--- src/rtl/avalon_i2s_transmitter.sv ---
// Avalon-MM fed I2S transmitter: stereo frame FIFO, CSRs and a one-bit-delay
// serializer stepped by synchronized, edge-detected bclk/lrclk.
module avalon_i2s_transmitter #(
  parameter int unsigned FIFO_DEPTH = 64,
  parameter int unsigned SAMPLE_W   = 16,
  parameter int unsigned LOW_WATER  = 16
) (
  input  logic        clk,
  input  logic        reset_n,
  input  logic [1:0]  avs_address,
  input  logic        avs_write,
  input  logic [31:0] avs_writedata,
  input  logic        avs_read,
  output logic [31:0] avs_readdata,
  input  logic        bclk_in,
  input  logic        lrclk_in,
  output logic        sd_out,
  output logic        irq
);
  localparam int unsigned     AW      = $clog2(FIFO_DEPTH);
  localparam logic [AW-1:0]   PTR_ONE = AW'(1);
  localparam logic [8:0]      DEPTH_C = 9'(FIFO_DEPTH);
  localparam logic [8:0]      LOW_C   = 9'(LOW_WATER);

  typedef enum logic [1:0] {IDLE, WAIT_LEFT, RUN} state_t;

  logic bclk_s1_q, bclk_s2_q, bclk_prev_q, lr_s1_q, lr_s2_q;
  logic bclk_fall, left_edge, right_edge;

  state_t              state_q, state_d;
  logic                lr_prev_q, lr_prev_d;
  logic                sd_q, sd_d;
  logic [SAMPLE_W-1:0] shreg_q, shreg_d;
  logic [SAMPLE_W-1:0] hold_q, hold_d;

  logic [2*SAMPLE_W-1:0] mem_q [FIFO_DEPTH];
  logic [2*SAMPLE_W-1:0] rd_word;
  logic [AW-1:0]         wr_ptr_q, rd_ptr_q;
  logic [8:0]            count_q, count_d;
  logic                  empty, full, push, pop;

  logic        enable_q, irq_en_q, underrun_q, overflow_q, irq_q;
  logic [31:0] rdata_q;
  logic        wr_data, wr_ctrl, flush, underrun_set, overflow_set;

  // Two-flop synchronizers plus a history flop on bclk for fall detection
  always_ff @(posedge clk or negedge reset_n) begin
    if (!reset_n) begin
      bclk_s1_q   <= 1'b0;
      bclk_s2_q   <= 1'b0;
      bclk_prev_q <= 1'b0;
      lr_s1_q     <= 1'b0;
      lr_s2_q     <= 1'b0;
    end else begin
      bclk_s1_q   <= bclk_in;
      bclk_s2_q   <= bclk_s1_q;
      bclk_prev_q <= bclk_s2_q;
      lr_s1_q     <= lrclk_in;
      lr_s2_q     <= lr_s1_q;
    end
  end

  assign bclk_fall  = bclk_prev_q & ~bclk_s2_q;
  assign left_edge  = bclk_fall & lr_prev_q & ~lr_s2_q;
  assign right_edge = bclk_fall & ~lr_prev_q & lr_s2_q;

  assign wr_data      = avs_write & (avs_address == 2'd0);
  assign wr_ctrl      = avs_write & (avs_address == 2'd2);
  assign flush        = wr_ctrl & avs_writedata[3];
  assign empty        = (count_q == '0);
  assign full         = (count_q == DEPTH_C);
  assign rd_word      = mem_q[rd_ptr_q];
  // A full FIFO still accepts a write when a pop frees a slot in the same cycle
  assign push         = wr_data & ~flush & (~full | pop);
  assign overflow_set = wr_data & ~flush & full & ~pop;

  // Serializer next state: every action is gated by a bclk falling edge,
  // except leaving IDLE/WAIT_LEFT on enable changes
  always_comb begin
    state_d      = state_q;
    lr_prev_d    = bclk_fall ? lr_s2_q : lr_prev_q;
    sd_d         = sd_q;
    shreg_d      = shreg_q;
    hold_d       = hold_q;
    pop          = 1'b0;
    underrun_set = 1'b0;
    unique case (state_q)
      IDLE: begin
        if (bclk_fall) sd_d = 1'b0;
        if (enable_q)  state_d = WAIT_LEFT;
      end
      WAIT_LEFT, RUN: begin
        if (bclk_fall) sd_d = 1'b0;
        if (left_edge) begin
          if (enable_q) begin
            state_d = RUN;
            if (!empty) begin
              pop     = 1'b1;
              shreg_d = rd_word[SAMPLE_W +: SAMPLE_W];
              hold_d  = rd_word[0 +: SAMPLE_W];
            end else begin
              shreg_d      = '0;
              hold_d       = '0;
              underrun_set = 1'b1;
            end
          end else begin
            state_d = IDLE;
          end
        end else if (state_q == WAIT_LEFT) begin
          if (!enable_q) state_d = IDLE;
        end else if (right_edge) begin
          shreg_d = hold_q;
        end else if (bclk_fall) begin
          sd_d    = shreg_q[SAMPLE_W-1];
          shreg_d = shreg_q << 1;
        end
      end
      default: state_d = IDLE;
    endcase
  end

  // Serializer state register
  always_ff @(posedge clk or negedge reset_n) begin
    if (!reset_n) begin
      state_q   <= IDLE;
      lr_prev_q <= 1'b0;
      sd_q      <= 1'b0;
      shreg_q   <= '0;
      hold_q    <= '0;
    end else begin
      state_q   <= state_d;
      lr_prev_q <= lr_prev_d;
      sd_q      <= sd_d;
      shreg_q   <= shreg_d;
      hold_q    <= hold_d;
    end
  end

  // FIFO fill level; flush overrides any push/pop in the same cycle
  always_comb begin
    count_d = count_q;
    if (flush)             count_d = '0;
    else if (push && !pop) count_d = count_q + 9'd1;
    else if (pop && !push) count_d = count_q - 9'd1;
  end

  // FIFO pointers and level; flush empties by snapping read onto write
  always_ff @(posedge clk or negedge reset_n) begin
    if (!reset_n) begin
      wr_ptr_q <= '0;
      rd_ptr_q <= '0;
      count_q  <= '0;
    end else begin
      count_q <= count_d;
      if (push)      wr_ptr_q <= wr_ptr_q + PTR_ONE;
      if (flush)     rd_ptr_q <= wr_ptr_q;
      else if (pop)  rd_ptr_q <= rd_ptr_q + PTR_ONE;
    end
  end

  // FIFO storage; contents are unobservable while the level is zero
  always_ff @(posedge clk) begin
    if (push) mem_q[wr_ptr_q] <= {avs_writedata[16 +: SAMPLE_W], avs_writedata[0 +: SAMPLE_W]};
  end

  // CSRs, sticky flags (set beats clear), registered irq and read data
  always_ff @(posedge clk or negedge reset_n) begin
    if (!reset_n) begin
      enable_q   <= 1'b0;
      irq_en_q   <= 1'b0;
      underrun_q <= 1'b0;
      overflow_q <= 1'b0;
      irq_q      <= 1'b0;
      rdata_q    <= '0;
    end else begin
      if (wr_ctrl) begin
        enable_q <= avs_writedata[0];
        irq_en_q <= avs_writedata[4];
      end
      underrun_q <= (underrun_q & ~(wr_ctrl & avs_writedata[1])) | underrun_set;
      overflow_q <= (overflow_q & ~(wr_ctrl & avs_writedata[2])) | overflow_set;
      irq_q      <= irq_en_q & enable_q & (count_q < LOW_C);
      if (avs_read) begin
        unique case (avs_address)
          2'd1:    rdata_q <= {7'b0, count_q, 11'b0, (state_q == RUN), overflow_q,
                               underrun_q, full, empty};
          2'd2:    rdata_q <= {27'b0, irq_en_q, 3'b0, enable_q};
          default: rdata_q <= '0;
        endcase
      end
    end
  end

  assign avs_readdata = rdata_q;
  assign sd_out       = sd_q;
  assign irq          = irq_q;
endmodule

--- config.mk ---
export PLATFORM = sky130hd
export DESIGN_NAME = avalon_i2s_transmitter
export DESIGN_NICKNAME = d
export VERILOG_FILES = /design/src/rtl/avalon_i2s_transmitter.sv
export SDC_FILE = /design/constraint.sdc
export NUM_CORES = 2
export LEC_CHECK = 0
export CAP_MARGIN = 10
export CELL_PAD_IN_SITES_DETAIL_PLACEMENT = 0
export CELL_PAD_IN_SITES_GLOBAL_PLACEMENT = 2
export CORE_MARGIN = 2
export CORE_UTILIZATION = 50
export CTS_CLUSTER_DIAMETER = 100
export DETAILED_ROUTE_END_ITERATION = 8
export PLACE_DENSITY = 0.82
export SETUP_SLACK_MARGIN = 0.4
export SLEW_MARGIN = 20
export SYNTH_ARGS = -nofsm -noshare
export SYNTH_HDL_FRONTEND = slang
export SYNTH_SLANG_ARGS = --single-unit
--- constraint.sdc ---
create_clock -name clk -period 4.8 [get_ports clk]
set_input_delay 0.72 -clock clk [delete_from_list [all_inputs] [get_ports clk]]
set_output_delay 0.72 -clock clk [all_outputs]
set_load 0.005 [all_outputs]
# After elaboration in Yosys (flattened, before gate mapping)
# Memories as Yosys holds them, arrays and structs flattened.
# Cells that the tools add are included.
# op_classes
add_sub_neg,4
n_lt_le_gt_ge,1
eq_ne,10
mux,35
bitwise_logic,29
reduce_logical,15
# op_table
cell,n
$mux W16,7
$pmux W25 S2,1
$mux W9,3
$and A1 B1 Y1,18
$mux W1,15
$add A6 B1 Y6 const B,2
$mux W6,2
$mux W2,5
$add A9 B1 Y9 const B,1
$eq A9 B7 Y1 const B,1
$logic_not A9 Y1,1
$lt A9 B5 Y1 const B,1
$sub A9 B1 Y9 const B,1
$not A1 Y1,8
$ne A3 B3 Y1 const B,2
$reduce_and A3 Y1,2
$reduce_bool A3 Y1,2
$eq A2 B1 Y1 const B,2
$eq A2 B2 Y1 const B,2
$logic_not A2 Y1,2
$ne A2 B2 Y1 const B,2
$pmux W2 S2,1
$reduce_and A4 Y1,1
$reduce_bool A2 Y1,2
6 further kinds,10
# totals
register_bits,99
ram_bits,2048
in_bits,40
output_inout_bits,34
wordCells,114
mem_count,1
# mem_list
name,depth,width,rd,rd_clocked_by_memory_dff,wr,line_no,source
mem_q,64,32,1,0,1,36,logic [2*SAMPLE_W-1:0] mem_q [FIFO_DEPTH];

# Logic depth before layout (Yosys ltp)
# logic_depth
ltp_word,13
depth_mapped,14
ltp_nobuf,13

# Worst setup path before layout
# No wires, ideal clock.
# synth_timing
kind,input to register
startpoint,input avs_address[0]
endpoint,"memory mem_q[59][0] (netlist bit), enable pin"
setup_ps,421
arrival_ps,3337
required_ps,4379
slack_ps,1042
cell_stages,9
n_path_buf,1
cell_sequence,inv_1 -> ha_1 -> clkbuf_1 -> nand2_1 -> and3_1 -> o21ai_0 -> nor2_1 -> nand3_1 -> nor2_1
# synth_between
elab_chain_len,8
elab_cells_between_ends,10
cone_classes,eq/ne (1); mux (2); bitwise (6); reduce/logical (1)
# synth_rtl
element,line_no,source
start: declaration,10,"input logic [1:0] avs_address,"
$eq A2 B2 Y1,68,assign wr_ctrl = avs_write & (avs_address == 2'd2);
$and A1 B1 Y1,68,
$and A1 B1 Y1,69,assign flush = wr_ctrl & avs_writedata[3];
$not A1 Y1,74,assign push = wr_data & ~flush & (~full | pop);
$and A1 B1 Y1 * (2 in series),74,
$mux W1 *,163,"if (push) mem_q[wr_ptr_q] <= {avs_writedata[16 +: SAMPLE_W], avs_writedata[0 +: SAMPLE_W]};"
$mux W1 (not written as such) *,163,
end: declaration,36,
# Every way passes the cells marked *; elsewhere a longest branch is shown, timed or not.

# Final worst setup path
# layout_timing
startpoint,register state_q[0]
endpoint,"memory mem_q[43][10] (netlist bit), enable pin"
# layout_between
elab_chain_len,7
elab_cells_between_ends,8
cone_classes,eq/ne (2); mux (3); bitwise (2); reduce/logical (1)
# layout_rtl
element,line_no,source
start: declaration,30,"state_t state_q, state_d;"
start signal: assignment,131,state_q <= state_d;
$eq A2 B1 Y1 or $eq A2 B2 Y1 (tied branches),87,unique case (state_q)
$reduce_or A2 Y1 *,87,
$mux W1 *,87,
$or A1 B1 Y1 *,74,
$and A1 B1 Y1 *,74,
$mux W1 *,163,
$mux W1 (not written as such) *,163,
# Marks and branches as above.

==> impl_metrics.ini <==
[timing]
timing.clock.skew_ns = 0.0337
rsz0062_at_grt = no
worst_pin_slew_ns = 1.16
fmax_mhz = 241
finalSetupTns_ns = 0
min_period_ns = 4.14
hold_viol = 0
setup_violations = 0
fin_ws_ns = 0.656
timing.final.crit_share_pct = 86.3
max_slew_margin_pct = 22.2
slew_viol_final = 0

[yosys]
syn_area_per_cell_sq_um = 20.9
synth_area_leaders = edfxtp_1, mux4_2, dfrtp_1
async_flop_share_pct = 3.80
synth-seq-cells = 2129
synth_edf_count = 2048
yosysTopAreaCellShare_pct = 74.2
ys_types = 69
ys_seq_area_share_pct = 76.7
synthCells = 3968
yosysWarnings = 0
yosysTopAreaCell = edfxtp_1
synthFlopType = edfxtp_1
synth_area_sq_mm = 0.0829

[clocking]
postCtsSetupBuffers = 0
clk_latency_ns = 0.85
clk_root_buffer_cell = clkbuf_16
ctsResizeCount = 0
cts_tree = built
clk_pin_slew_ns = 0.06
cts_buffers = 207
postCtsHoldBufs = 0
cts_sinks = 2129
cts_buffer_depth = 3
htree_levels = 4

[setup_path]
cp-startpoint = state_q[0]
reg2reg_to = mem_q[43][10]
crit_path_end_kind = flip-flop
ff2ff_path_depth = 10
cp_cell_sequence = inv_1 > ha_1 > nand2_1 > nor2_1 > o21ai_0 > nor2_1 > nand3_1 > buf_4 > nor2_4 > buf_4
endpoint = mem_q[43][10]
crit_arrival_ns = 4.69
cp.required_ns = 5.35
crit_fanout = 23
critPathKind = flip-flop to flip-flop
timing.rr.start = state_q[0]
worst_path_max_delay_cell = nor2_4
worst-r2r-setup-slack_ns = 0.66
cp-start-kind = flip-flop
worst_path_largest_cell_delay_ns = 0.72

[cells_and_area]
drive_above_1_share_pct = 27.1
layout_commonest_cell = edfxtp_1
fin_area_sq_mm = 0.0943
nFillCells = 11900
nets = 4260
final_cell_mix = edfxtp_1, mux4_2, clkbuf_16, mux2i_1, buf_4
syn_to_final_growth_pct = 13.8

[floorplanning]
coreArea_sq_mm = 0.165
die_x_um = 411
initial_utilization_pct = 50.3
rows = 149
dieArea_sq_mm = 0.169
dieHeight_um = 411
ios = 74

[placed_design]
post_dp_cell_area_sq_mm = 0.0873
gp_congestion = 0.874
dpl.hpwl_um = 136000
port_buffers = 55
dp_worst_setup_slack_ns = 0.539

[power]
power_mw = 49.7
p_switching_mw = 14.7
p_per_area_mw_per_mm2 = 527
combPwrFrac_pct = 24.6
p_int_mw = 35.0
ir_drop_uv = 549
clkPwrFrac_pct = 32.6
leakage_nw = 29.6
netSwitchingFraction_pct = 29.7
seqPwrFrac_pct = 42.9

[route]
drcViolationCount = 0
ant_nets = 0
routedWlPerCell_um = 33.4
via_per_inst = 6.32
drtPass1Iterations = 5
routed_wl_um = 220000
vias = 41500
dr.first_iter.drc_count = 6051

[global_routing]
grt_overflow = 0
grt_antenna_before_repair = 12
grt_use_total_pct = 26.1
grt_pass1_wl_um = 309000
grt_pass1_vias = 40200
grt_max_degree = 92

[outcome]
status = finished clean

[run]
cap_violations = 0

[hold_path]
min_path_type = primary input to async pin
-- synth_stat cells, drive strengths merged (3+ instances only) --
cell type  instances
dfrtp             81
a2111oi            5
a211oi            26
o31ai              9
nand3             39
o221ai             4
xor2               5
nor4               3
a211o              4
nand2            147
a21oi             50
clkbuf            86
nand4             24
a22oi             28
nor3               8
o211ai            38
xnor2             12
inv               27
buf              148
a221o              4
and3               4
edfxtp          2048
o21ai             41
a221oi            14
mux2i            155
mux4             434
mux2             141
a41oi              4
a31oi             11
and2               6
nand2b             5
or4                3
o22ai             98
o2111ai           26
a32oi             12
or2                3
nor2b             39
ha                18
nor2             136
-- layer usage --
metal | global-route usage, % | wire [um] | vias up
li1 | - | - | 17000
met1 | 38.0 | 87400 | 21900
met2 | 39.6 | 102000 | 2309
met3 | 5.93 | 23000 | 298
met4 | 8.48 | 7190 | 0
met5 | 0 | 0 | -
-- flip-flops by register name, summed over array words and instances, names as in the netlist, 2 cells and up, named ones only --
signal / count
shreg_q: 16
hold_q: 16
wr_ptr_q: 6
count_q: 9
avs_readdata: 14
rd_ptr_q: 6
state_q: 2
mem_q: 2048
-- how the worst min path moves through the flow --
stage | to | slack [ns] | start | cells after the start
final | count_q[3] | 0.02 | reset_n | 1
after floorplan | bclk_s2_q | 0.33 | bclk_s1_q | 0
after CTS | wr_ptr_q[1] | 0.01 | reset_n | 1
after global routing | count_q[3] | 0.05 | reset_n | 1
after global placement | bclk_s2_q | 0.34 | bclk_s1_q | 0
after detailed placement | bclk_s2_q | 0.34 | bclk_s1_q | 0
-- per-stage QoR --
step | util, % | instances | hold WS, ns
2_1_floorplan | - | 3985 | 0.331
3_3_place_gp | 52.8 | 6159 | 0.340
3_5_place_dp | 53.0 | 6172 | 0.336
4_1_cts | 57.1 | 6559 | 0.0104
5_1_grt | 57.2 | 6569 | 0.0508
6_report | 57.2 | 6570 | 0.0167
-- critical path: cells and delay by family, from the launching register on --
kind	cells	cell delay (ns)
AND/OR/NAND/NOR	5	1.95
buffers and inverters	3	0.71
flip-flops	1	0.39
AO/OA/AOI/OAI	1	0.38
adder cells (fa/ha/maj)	1	0.37
-- cell type report --
| cell class | instances | area [sq um] | area share, % |
|---|---|---|---|
| clock inverter | 141 | 1380 | 1.46 |
| antenna | 2 | 5.00 | 0.00531 |
| sequential | 2129 | 63500 | 67.4 |
| tap | 2189 | 2740 | 2.90 |
| inverter | 28 | 105 | 0.111 |
| timing repair buffer | 241 | 2600 | 2.76 |
| clock buffer | 246 | 5420 | 5.74 |
| multi-input combinational | 1594 | 18500 | 19.6 |
-- cell families (layout without fill, tap and decap cells) --
| logic type | after synthesis | count (layout) | synth area share [%] |
|---|---|---|---|
| muxes | 730 | 730 | 15.6 |
| other | 1 | 20 | 0.00453 |
| adders and majority gates | 19 | 19 | 0.296 |
| AOI/OAI and AO/OA | 381 | 381 | 3.15 |
| and+or+nand+nor | 429 | 429 | 2.37 |
| xor gates and xnor gates | 17 | 17 | 0.180 |
| DFF | 2129 | 2129 | 76.7 |
| buffers and inverters | 262 | 656 | 1.71 |
-- power by group through the flow --
stage | clock network, mW | logic, mW | registers (mW)
after global placement | 0 | 12.1 | 21.7
final | 16.2 | 12.2 | 21.3
after detailed placement | 0 | 12.2 | 21.7
after CTS | 16.4 | 12.2 | 21.3
after floorplan | 0 | 8.15 | 21.2
after global routing | 17.1 | 12.8 | 21.3
(Power assumes the default switching activity.)
